`src/rtl/chiptest_seq_175.sv`:
```
// Clocked stimulus/check sequencer for a 74S175-style quad D flop; a run lasts (3+3*NVEC)*PHASE+1 cycles.
// Busy runs ignore start; results hold in DONE until the next accepted start or reset.
module chiptest_seq_175 #(
   parameter int         NVEC  = 16,
   parameter logic [3:0] PAT   = 4'hA,
   parameter int         PHASE = 2
) (
   input  logic       i_clk,
   input  logic       i_reset,
   input  logic       i_start,
   output logic       o_busy,
   output logic       o_done,
   output logic       o_pass,
   output logic [7:0] o_err_count,
   output logic [4:0] o_fail_step,
   output logic       o_dut_clr_n,
   output logic       o_dut_clk,
   output logic [3:0] o_dut_d,
   input  logic [3:0] i_dut_q,
   input  logic [3:0] i_dut_q_n
);

   typedef enum logic [3:0] {
      S_IDLE, S_CLR0, S_CHK0, S_SETUP, S_HIGH, S_LOW, S_CLRF, S_FIN, S_DONE
   } state_t;

   localparam logic [3:0] LP_PH_LAST  = 4'(PHASE - 1);
   localparam logic [3:0] LP_IDX_LAST = 4'(NVEC - 1);

   state_t     r_state;
   logic [3:0] r_phase;
   logic [3:0] r_idx;
   logic [3:0] r_shadow;
   logic [7:0] r_err;
   logic [4:0] r_fail;

   state_t     w_next;
   logic       w_accept;
   logic       w_last;
   logic       w_chk;
   logic       w_mismatch;
   logic [4:0] w_step;
   logic [3:0] w_vec;

   assign w_vec      = r_idx ^ PAT;
   assign w_accept   = ((r_state == S_IDLE) || (r_state == S_DONE)) && i_start;
   assign w_last     = (r_phase == LP_PH_LAST);
   assign w_chk      = (r_state == S_CHK0) || (r_state == S_HIGH) || (r_state == S_CLRF);
   assign w_mismatch = (i_dut_q != r_shadow) || (i_dut_q_n != ~r_shadow);

   always_comb begin
      w_step = 5'd0;
      case (r_state)
         S_HIGH:  w_step = {1'b0, r_idx} + 5'd1;
         S_CLRF:  w_step = 5'd31;
         default: w_step = 5'd0;
      endcase
   end

   // State register plus the datapath registers that move with state transitions.
   always_ff @(posedge i_clk) begin
      if (i_reset) begin
         r_state  <= S_IDLE;
         r_phase  <= 4'd0;
         r_idx    <= 4'd0;
         r_shadow <= 4'd0;
         r_err    <= 8'd0;
         r_fail   <= 5'd0;
      end else begin
         r_state <= w_next;
         if ((w_next != r_state) || (r_state == S_IDLE) || (r_state == S_DONE))
            r_phase <= 4'd0;
         else
            r_phase <= r_phase + 4'd1;

         if (w_accept) begin
            r_err    <= 8'd0;
            r_fail   <= 5'd0;
            r_shadow <= 4'd0;
            r_idx    <= 4'd0;
         end
         if ((r_state == S_SETUP) && w_last)
            r_shadow <= w_vec;
         if ((r_state == S_LOW) && w_last) begin
            if (r_idx == LP_IDX_LAST)
               r_shadow <= 4'd0;
            else
               r_idx <= r_idx + 4'd1;
         end
         // A zero count marks the first failure of the run.
         if (w_chk && w_last && w_mismatch) begin
            if (r_err != 8'hFF)
               r_err <= r_err + 8'd1;
            if (r_err == 8'd0)
               r_fail <= w_step;
         end
      end
   end

   always_comb begin
      w_next = r_state;
      case (r_state)
         S_IDLE:  if (i_start) w_next = S_CLR0;
         S_CLR0:  if (w_last) w_next = S_CHK0;
         S_CHK0:  if (w_last) w_next = S_SETUP;
         S_SETUP: if (w_last) w_next = S_HIGH;
         S_HIGH:  if (w_last) w_next = S_LOW;
         S_LOW:   if (w_last) w_next = (r_idx == LP_IDX_LAST) ? S_CLRF : S_SETUP;
         S_CLRF:  if (w_last) w_next = S_FIN;
         S_FIN:   w_next = S_DONE;
         S_DONE:  if (i_start) w_next = S_CLR0;
         default: w_next = S_IDLE;
      endcase
   end

   always_comb begin
      o_busy      = (r_state != S_IDLE) && (r_state != S_DONE);
      o_done      = (r_state == S_DONE);
      o_pass      = (r_state == S_DONE) && (r_err == 8'd0);
      o_err_count = r_err;
      o_fail_step = r_fail;
      o_dut_clr_n = 1'b1;
      o_dut_clk   = 1'b0;
      o_dut_d     = 4'd0;
      case (r_state)
         S_CLR0, S_CHK0: o_dut_clr_n = 1'b0;
         S_SETUP, S_LOW, S_FIN: o_dut_d = w_vec;
         S_HIGH: begin
            o_dut_clk = 1'b1;
            o_dut_d   = w_vec;
         end
         S_CLRF: begin
            o_dut_clr_n = 1'b0;
            o_dut_d     = w_vec;
         end
         default: ;
      endcase
   end

endmodule
```
`config.mk`:
```
export PLATFORM = sky130hd
export DESIGN_NAME = chiptest_seq_175
export DESIGN_NICKNAME = d
export VERILOG_FILES = /design/src/rtl/chiptest_seq_175.sv
export SDC_FILE = /design/constraint.sdc
export NUM_CORES = 1
export LEC_CHECK = 0
export ABC_AREA = 1
export BUFFER_PORTS_ARGS = -buffer_cell sky130_fd_sc_hd__buf_2
export CAP_MARGIN = 0
export CORE_MARGIN = 2
export CORE_UTILIZATION = 40
export CTS_BUF_LIST = sky130_fd_sc_hd__clkbuf_4
export CTS_CLUSTER_DIAMETER = 200
export DETAILED_ROUTE_END_ITERATION = 10
export GPL_TIMING_DRIVEN = 1
export PLACE_DENSITY = 0.58
export SYNTH_ARGS = -nofsm -noshare
export SYNTH_HDL_FRONTEND = slang
export SYNTH_SLANG_ARGS = --single-unit
```
`constraint.sdc`:
```
create_clock -name i_clk -period 2.02 [get_ports i_clk]
set_input_delay 0.303 -clock i_clk [delete_from_list [all_inputs] [get_ports i_clk]]
set_output_delay 0.303 -clock i_clk [all_outputs]
set_load 0.005 [all_outputs]
```
**Word level (Yosys, flattened, before mapping)**

Index checks and enable logic that the tools add are counted.

- Shift operators: 0
- Add/sub/neg operators: 4
- Equal/unequal tests: 15
- Bitwise logic cells: 2
- Order comparisons: 0
- Reduce and logical (&&, ||, !) cells: 20
- Divide/modulo/power cells: 0
- $mul: 0
- Mux-type cells: 26

Operator list:

| kind | number |
|---|---|
| 2-to-1 mux 4 bit | 15 |
| case mux 4 bit (8 select lines) | 1 |
| 2-to-1 mux 8 bit | 3 |
| == test 4 x 3 -> 1 bit, second input constant | 4 |
| 2-to-1 mux 5 bit | 3 |
| != test 4 bit | 3 |
| case mux 5 bit (2 select lines) | 1 |
| adder 4 x 1 -> 4 bit, second input constant | 2 |
| adder 8 x 1 -> 8 bit, second input constant | 1 |
| == test 4 x 1 -> 1 bit, second input constant | 2 |
| == test 4 x 2 -> 1 bit, second input constant | 2 |
| == test 4 bit, second input constant | 2 |
| zero test 8 bit | 1 |
| != test 8 bit, second input constant | 1 |
| logical AND 1 bit | 7 |
| logical OR 1 bit | 6 |
| adder 4 x 1 -> 5 bit, second input constant | 1 |
| OR reduction 5 bit | 1 |
| zero test 4 bit | 1 |
| != test 4 bit, second input constant | 1 |
| inverter 4 bit | 1 |
| nonzero test 4 bit | 1 |
| OR reduction 2 bit | 2 |
| 2-to-1 mux 3 bit | 1 |
| other kinds (3) | 4 |

- Register bits after elaboration: 29
- Input port bits: 11
- ROM bits: 0
- Output and inout bits: 22
- Latch bits: 0
- Word-level logic and storage cells: 73
- Memories kept: 0
- RAM bits: 0

**Longest topological paths before layout**

Gate-level depths: netlist of run 1.

- Depth after elaboration: 8
- Gate-level depth with buffers: 13
- Mapped depth without buffers: 12

**Worst setup path after synthesis of run 1**

Ideal clock, no wire load.

- Path kind: register -> register
- Start: register r_err[0], in the netlist o_err_count[0]
- End: register r_err[0], in the netlist o_err_count[0]
- Period minus slack after synthesis: 1489 ps
- Stages on the path, launching flop included: 10
- Arrival time: 1419 ps
- Slack: 531 ps
- Buffers on the path: 0
- Setup time: 70 ps
- Required time: 1950 ps
- Path through: dfxtp_1 > ha_1 > nand3_1 > nor2_1 > nand2_1 > nor2_2 > nand2_1 > o21ai_0 > nand2_1 > a21oi_1

- Word-level cells in the longest chain between the ends: 3
- Elaborated cells between the ends (all ways): 5
- Those cells by class: add/sub: 1; eq/ne: 1; mux: 3

Ends and longest elaborated chain:

| item | RTL line | text |
|---|---|---|
| start: declaration | 34 | `logic [7:0] r_err;` |
| start signal: assignment | 93 | `r_err <= r_err + 8'd1;` |
| adder 8 x 1 -> 8 bit, or another cell as far along | 93 |  |
| 2-to-1 mux 8 bit | 92 | `if (r_err != 8'hFF)` |
| 2-to-1 mux 8 bit (*) | 91 | `if (w_chk && w_last && w_mismatch) begin` |

Mark *: on every way between the ends. The rest lies on a longest branch, timed or not.
A chain may end at the register's enable or synchronous reset.

**Worst setup path after layout of run 1**

- Start: register r_err[5], in the netlist o_err_count[5]
- End: output o_pass

- Word-level cells in the longest chain between the ends: 2

Ends and longest elaborated chain:

| item | RTL line | text |
|---|---|---|
| zero test 8 bit | 119 | `o_pass = (r_state == S_DONE) && (r_err == 8'd0);` |
| logical AND 1 bit | 119 |  |
| end: declaration | 13 | `output logic o_pass,` |

No other way between the ends.

==> flow_metrics.tcl, run 1 <==
set metrics [dict create \
    period_share 0.940 \
    route.top_layer_used "met4" \
    dieArea_sq_um 5280 \
    wl_met1_um 2250 \
    start_kind "flip-flop" \
    synth_flop_cell "dfxtp_1" \
    yosys-top-cells-area "dfxtp_1 (31%), nand2_1 (18%), inv_1 (7.8%), a21oi_1 (7.2%), nand3_1 (7.2%)" \
    hpwlAfterDp_um 3390 \
    max_freq_ghz 0.527 \
    worst_pin_slew_ns 0.355 \
    drt-vias-per-instance 4.90 \
    holdBufCountCts 0 \
    path_clk_slew_ns 0.10 \
    period_minus_slack_ns 1.90 \
    yosysTopAreaCell "dfxtp_1" \
    hold_viol_final 0 \
    worstPathRequired_ns 1.72 \
    seq_power_share 0.561 \
    ctsResizeCount 0 \
    rsz0062_at_grt "no" \
    end_kind "primary output" \
    wl_um 4370 \
    synth_top_area_frac 0.308 \
    globalRouteOverflowTotal 0 \
    internal_power_w 0.000758 \
    p_comb_frac 0.108 \
    place_ws_ns 0.259 \
    routed-wl-met3_um 158 \
    setup_viol 0 \
    ir_drop_mv 0.232 \
    synth_xor_area_frac 0.0232 \
    yosysUniqueCellTypes 29 \
    final_layout_size_suffix_gt1_frac 0.166 \
    switching_share 0.270 \
    worstSetupPathType "flip-flop to primary output" \
    async_flop_share 0 \
    antenna_found_initial 0 \
    vias 1911 \
    numCtsBuffers 5 \
    drv_slew 0 \
    die_height_um 72.7 \
    syn2layout_area_growth_pct 14.1 \
    postRouteAntennaNets 0 \
    drc_errors 0 \
    syn_inst 304 \
    p_clk_frac 0.330 \
    final_cells 390 \
    synth_simple_gate_area_frac 0.374 \
    initial_core_util 0.425 \
    yosys_warnings 0 \
    htree_levels 2 \
    track_usage 0.179 \
    cap_viol_max_count 0 \
    critPathMaxFanout 11 \
    port_buffers 32 \
    cts_sinks 29 \
    fin_ws_ns 0.122 \
    ioPinCount 33 \
    die_width_um 72.7 \
    switching_power_w 0.000281 \
    cts_setup_buffers 0 \
    gp_congestion 0.881 \
    synth-edff-count 0 \
    first_global_vias 1723 \
    synth_top_family_by_area "simple AND/OR/NAND/NOR gates" \
    nets 354 \
    antennaDiodeCount 0 \
    clock_skew_ns 0.0119 \
    synth_compound_area_frac 0.148 \
    synth_fp_nets 320 \
    crit_arrival_ns 1.60 \
    grt_pass1_wl_um 7600 \
    p_leak_nw 1.05 \
    cts_tree "yes" \
    status "finished, final reports clean" \
    avgRoutedWirePerCell_um 11.2 \
    synth_seq_cells 29 \
    cts_buffer_depth 2 \
    syn_area_sq_um 1890 \
    fillers 493 \
    worstSkewPairLatency_ns 0.33 \
    syn_area_per_cell_sq_um 6.21 \
    totalPowerFinal_w 0.00104 \
    fp.coreArea_sq_um 4440 \
    root_buffer "clkbuf_4" \
    synth_seq_area_share 0.308 \
    grt_max_degree 21 \
    synthAdderAreaFrac 0.0332 \
    dr_wl_met2_um 1900 \
    place_inst 383 \
    slew-limit-headroom 0.763 \
    drtIter0Drc 95 \
    min_path_type "input pin to flip-flop" \
    setup_tns_ns 0 \
    dr.pass1.iters 4 \
    synth_mux_area_frac 0 \
    power.density_nw_per_um2 483 \
    fp-row-count 24 \
]
critical path: stages, from the launching register on:
cell     delay, ns
dfxtp_1       0.36
inv_1         0.10
nand2_1       0.06
nor3_1        0.19
nand3_2       0.23
nor3_1        0.18
buf_2         0.14
final cells by class:
class	count	area (sq um)	area share
clock buffer	6	45.0	0.0209
clock inverter	1	3.75	0.00174
inverter	42	159	0.0738
multi-input combinational	224	1100	0.509
sequential	29	581	0.270
tap	52	65.1	0.0302
timing repair buffer	36	203	0.0942
worst paths after layout:
kind                                             endpoint                      start  slack, ns  cells past startpoint
worst min-delay path                r_state[2]$_SDFF_PP0_                    i_reset       0.27                      4
worst max register to register  o_err_count[7]$_SDFF_PP0_      r_state[0]$_SDFF_PP0_       0.25                      9
worst max-delay path                               o_pass  o_err_count[5]$_SDFF_PP0_       0.12                      6
worst min register to register      r_phase[0]$_SDFF_PP0_      r_phase[0]$_SDFF_PP0_       0.47                      1
sequential cells by signal, summed over array words and instances (netlist names):
signal,flops
r_state,4
o_fail_step,5
r_phase,4
o_err_count,8
r_shadow,4
r_idx,4
per-layer routing:
metal | global-route usage | vias to the layer above
li1 | - | 1035
met1 | 0.244 | 835
met2 | 0.283 | 36
met3 | 0.0373 | 5
met4 | 0.0556 | 0
met5 | 0 | -
Yosys cell counts, types with 3 or more instances:
cell type / count
nand3_1: 27
a21oi_1: 27
a211oi_1: 4
inv_1: 39
nor3_1: 4
ha_1: 5
nor2_2: 3
nand2_1: 89
dfxtp_1: 29
xnor2_1: 3
buf_2: 3
clkbuf_1: 3
nor2_1: 29
o21ai_0: 18
layout by cell type, fill, tap and decap left out, types with 4 or more instances in the layout:
master | netlist | final
dfxtp_1 | 29 | 29
nor2_1 | 29 | 29
a211oi_1 | 4 | 4
ha_1 | 5 | 5
buf_2 | 3 | 32
nor3_1 | 4 | 4
clkbuf_4 | 0 | 6
a21oi_1 | 27 | 27
inv_1 | 39 | 39
o21ai_0 | 18 | 17
nand2_1 | 89 | 89
nand3_1 | 27 | 26
through the flow:
step                hold WS (ns)  area (sq um)   util
floorplan                  0.433          1890      -
global placement           0.451          2100  0.472
detailed placement         0.460          2100  0.472
CTS                        0.277          2150  0.483
global route               0.308          2150  0.484
finish                     0.269          2150  0.484
cell families (layout without fill, tap and decap cells):
logic type               count (synthesis)  after routing
adder cells (fa/ha/maj)                  5              5
buffers and inverters                   51             85
AO/OA/AOI/OAI                           52             52
XOR/XNOR                                 5              5
flip-flops                              29             29
AND/OR/NAND/NOR                        162            162
power groups by stage:
| stage | logic (W) | registers [W] | clock network, W |
|---|---|---|---|
| floorplan | 0.0000818 | 0.000591 | 0 |
| finish | 0.000112 | 0.000583 | 0.000343 |
| detailed placement | 0.000113 | 0.000597 | 0 |
| global placement | 0.000114 | 0.000597 | 0 |
| CTS | 0.000114 | 0.000583 | 0.000355 |
| global route | 0.000127 | 0.000585 | 0.000376 |
No activity file was read; power rests on OpenSTA's default activity.
==> run 2, diff against run 1 <==
Settings changed: CTS_BUF_LIST sky130_fd_sc_hd__clkbuf_4 to sky130_fd_sc_hd__clkbuf_16, SKIP_LAST_GASP set to 1.
==> run 2 against run 1 <==
Against the previous run:
- count of clock-buffer cells in the layout decreased by 1
- first-iteration DRC count is 17% higher
- clock power increased by 97%
- non-clock buffer count unchanged
- final cell count did not move
- setup slack worse by 0.0022 ns
- sequential cell count stayed put
- critical path type unchanged
- critical endpoint unchanged
- highest routed layer unchanged
==> flow_metrics.tcl, run 2 (synthesis results as in run 1) <==
set metrics [dict create \
    status "finished, final reports clean" \
    cap_viol_max_count 0 \
    first_global_vias 1745 \
    switching_share 0.230 \
    drtIter0Drc 111 \
    max_freq_ghz 0.526 \
    start_kind "flip-flop" \
    vias 1903 \
    internal_power_w 0.00106 \
    postRouteAntennaNets 0 \
    min_path_type "input pin to flip-flop" \
    die_height_um 72.7 \
    met1_usage 0.242 \
    seq_power_share 0.426 \
    wl_um 4410 \
    crit_arrival_ns 1.60 \
    initial_core_util 0.425 \
    drt-vias-per-instance 4.88 \
    avgRoutedWirePerCell_um 11.3 \
    cts_setup_buffers 0 \
    period_share 0.941 \
    numCtsBuffers 5 \
    drv_slew 0 \
    ioPinCount 33 \
    critPathMaxFanout 11 \
    holdBufCountCts 0 \
    layout_commonest_cell "nand2_1" \
    p_comb_frac 0.082 \
    grt.met2_usage 0.293 \
    worst_pin_slew_ns 0.485 \
    fp-row-count 24 \
    fp.coreArea_sq_um 4440 \
    antennaDiodeCount 0 \
    dieArea_sq_um 5280 \
    setup_viol 0 \
    grt_pass1_wl_um 7680 \
    clock_skew_ns 0.00599 \
    port_buffers 32 \
    ctsResizeCount 0 \
    p_leak_nw 1.08 \
    drc_errors 0 \
    path_clk_slew_ns 0.05 \
    htree_levels 2 \
    cts_sinks 29 \
    largest_register_ffs 8 \
    setup_tns_ns 0 \
    switching_power_w 0.000317 \
    root_buffer "clkbuf_16" \
    grt_max_degree 21 \
    gr-max-usage-layer "met2" \
    worstSkewPairLatency_ns 0.27 \
    worstPathRequired_ns 1.72 \
    slew-limit-headroom 0.673 \
    p_clk_frac 0.492 \
    syn2layout_area_growth_pct 18.2 \
    end_kind "primary output" \
    ir_drop_mv 0.264 \
    die_width_um 72.7 \
    track_usage 0.181 \
    most-common-layout-cells "nand2_1 (89), inv_1 (40), buf_2 (32)" \
    worstSetupPathType "flip-flop to primary output" \
    nets 354 \
    use_met3 0.0373 \
    period_minus_slack_ns 1.90 \
    antenna_found_initial 0 \
    cts_tree "yes" \
    cts_buffer_depth 2 \
    gp_congestion 0.881 \
    globalRouteOverflowTotal 0 \
    power.density_nw_per_um2 617 \
    post-route-util 0.502 \
    final_layout_size_suffix_gt1_frac 0.160 \
    dr.pass1.iters 4 \
    rsz0062_at_grt "no" \
    hold_viol_final 0 \
    hpwlAfterDp_um 3390 \
    fillers 483 \
]
-- run 2: changes by cell type in the layout (fill, tap and decap cells not counted), sizes merged --
cell    change
clkbuf      -1
inv         +1
-- run 2: through the flow --
step / setup slack (ns) / instance area [sq um] / total power, W / cells / hold WS [ns]
2_1_floorplan: 0.531 / 1890 / 0.000673 / 304 / 0.433
6_report: 0.120 / 2230 / 0.00138 / 390 / 0.342
3_5_place_dp: 0.259 / 2100 / 0.000710 / 383 / 0.460
5_1_grt: 0.00455 / 2230 / 0.00143 / 390 / 0.388
3_3_place_gp: 0.268 / 2100 / 0.000711 / 383 / 0.451
4_1_cts: 0.115 / 2230 / 0.00139 / 390 / 0.352
-- run 2: worst max-delay path: stages, from the launching register on --
cell     delay, ns
dfxtp_1       0.31
buf_4         0.14
inv_1         0.05
ha_1          0.16
nand3_1       0.29
nor3_1        0.22
buf_2         0.14
-- run 2: layout make-up --
type | count | area, sq um | area share
tap | 52 | 65.1 | 0.0292
inverter | 42 | 159 | 0.0712
timing repair buffer | 36 | 203 | 0.0909
clock inverter | 2 | 7.51 | 0.00337
clock buffer | 5 | 125 | 0.0561
sequential | 29 | 581 | 0.260
multi-input combinational | 224 | 1090 | 0.489
-- run 2: final timing paths --
check,from,end,slack [ns],cells after the start
worst min register to register,r_phase[0]$_SDFF_PP0_,r_phase[0]$_SDFF_PP0_,0.46,1
worst max-delay path,o_err_count[1]$_SDFF_PP0_,o_pass,0.12,6
worst min-delay path,i_reset,r_state[2]$_SDFF_PP0_,0.34,4
worst max register to register,r_state[0]$_SDFF_PP0_,o_err_count[7]$_SDFF_PP0_,0.25,9
-- run 2: power groups by stage --
stage,clock (W),sequential (W),combinational (W)
2_1_floorplan,0,0.000591,0.0000818
3_3_place_gp,0,0.000597,0.000114
3_5_place_dp,0,0.000597,0.000113
4_1_cts,0.000691,0.000585,0.000114
5_1_grt,0.000718,0.000586,0.000127
6_report,0.000677,0.000586,0.000113
-- run 2: layer usage --
layer,up-vias,share of wire
li1,1032,-
met1,834,0.52
met2,32,0.43
met3,5,0.036
met4,0,0.0088
met5,-,0
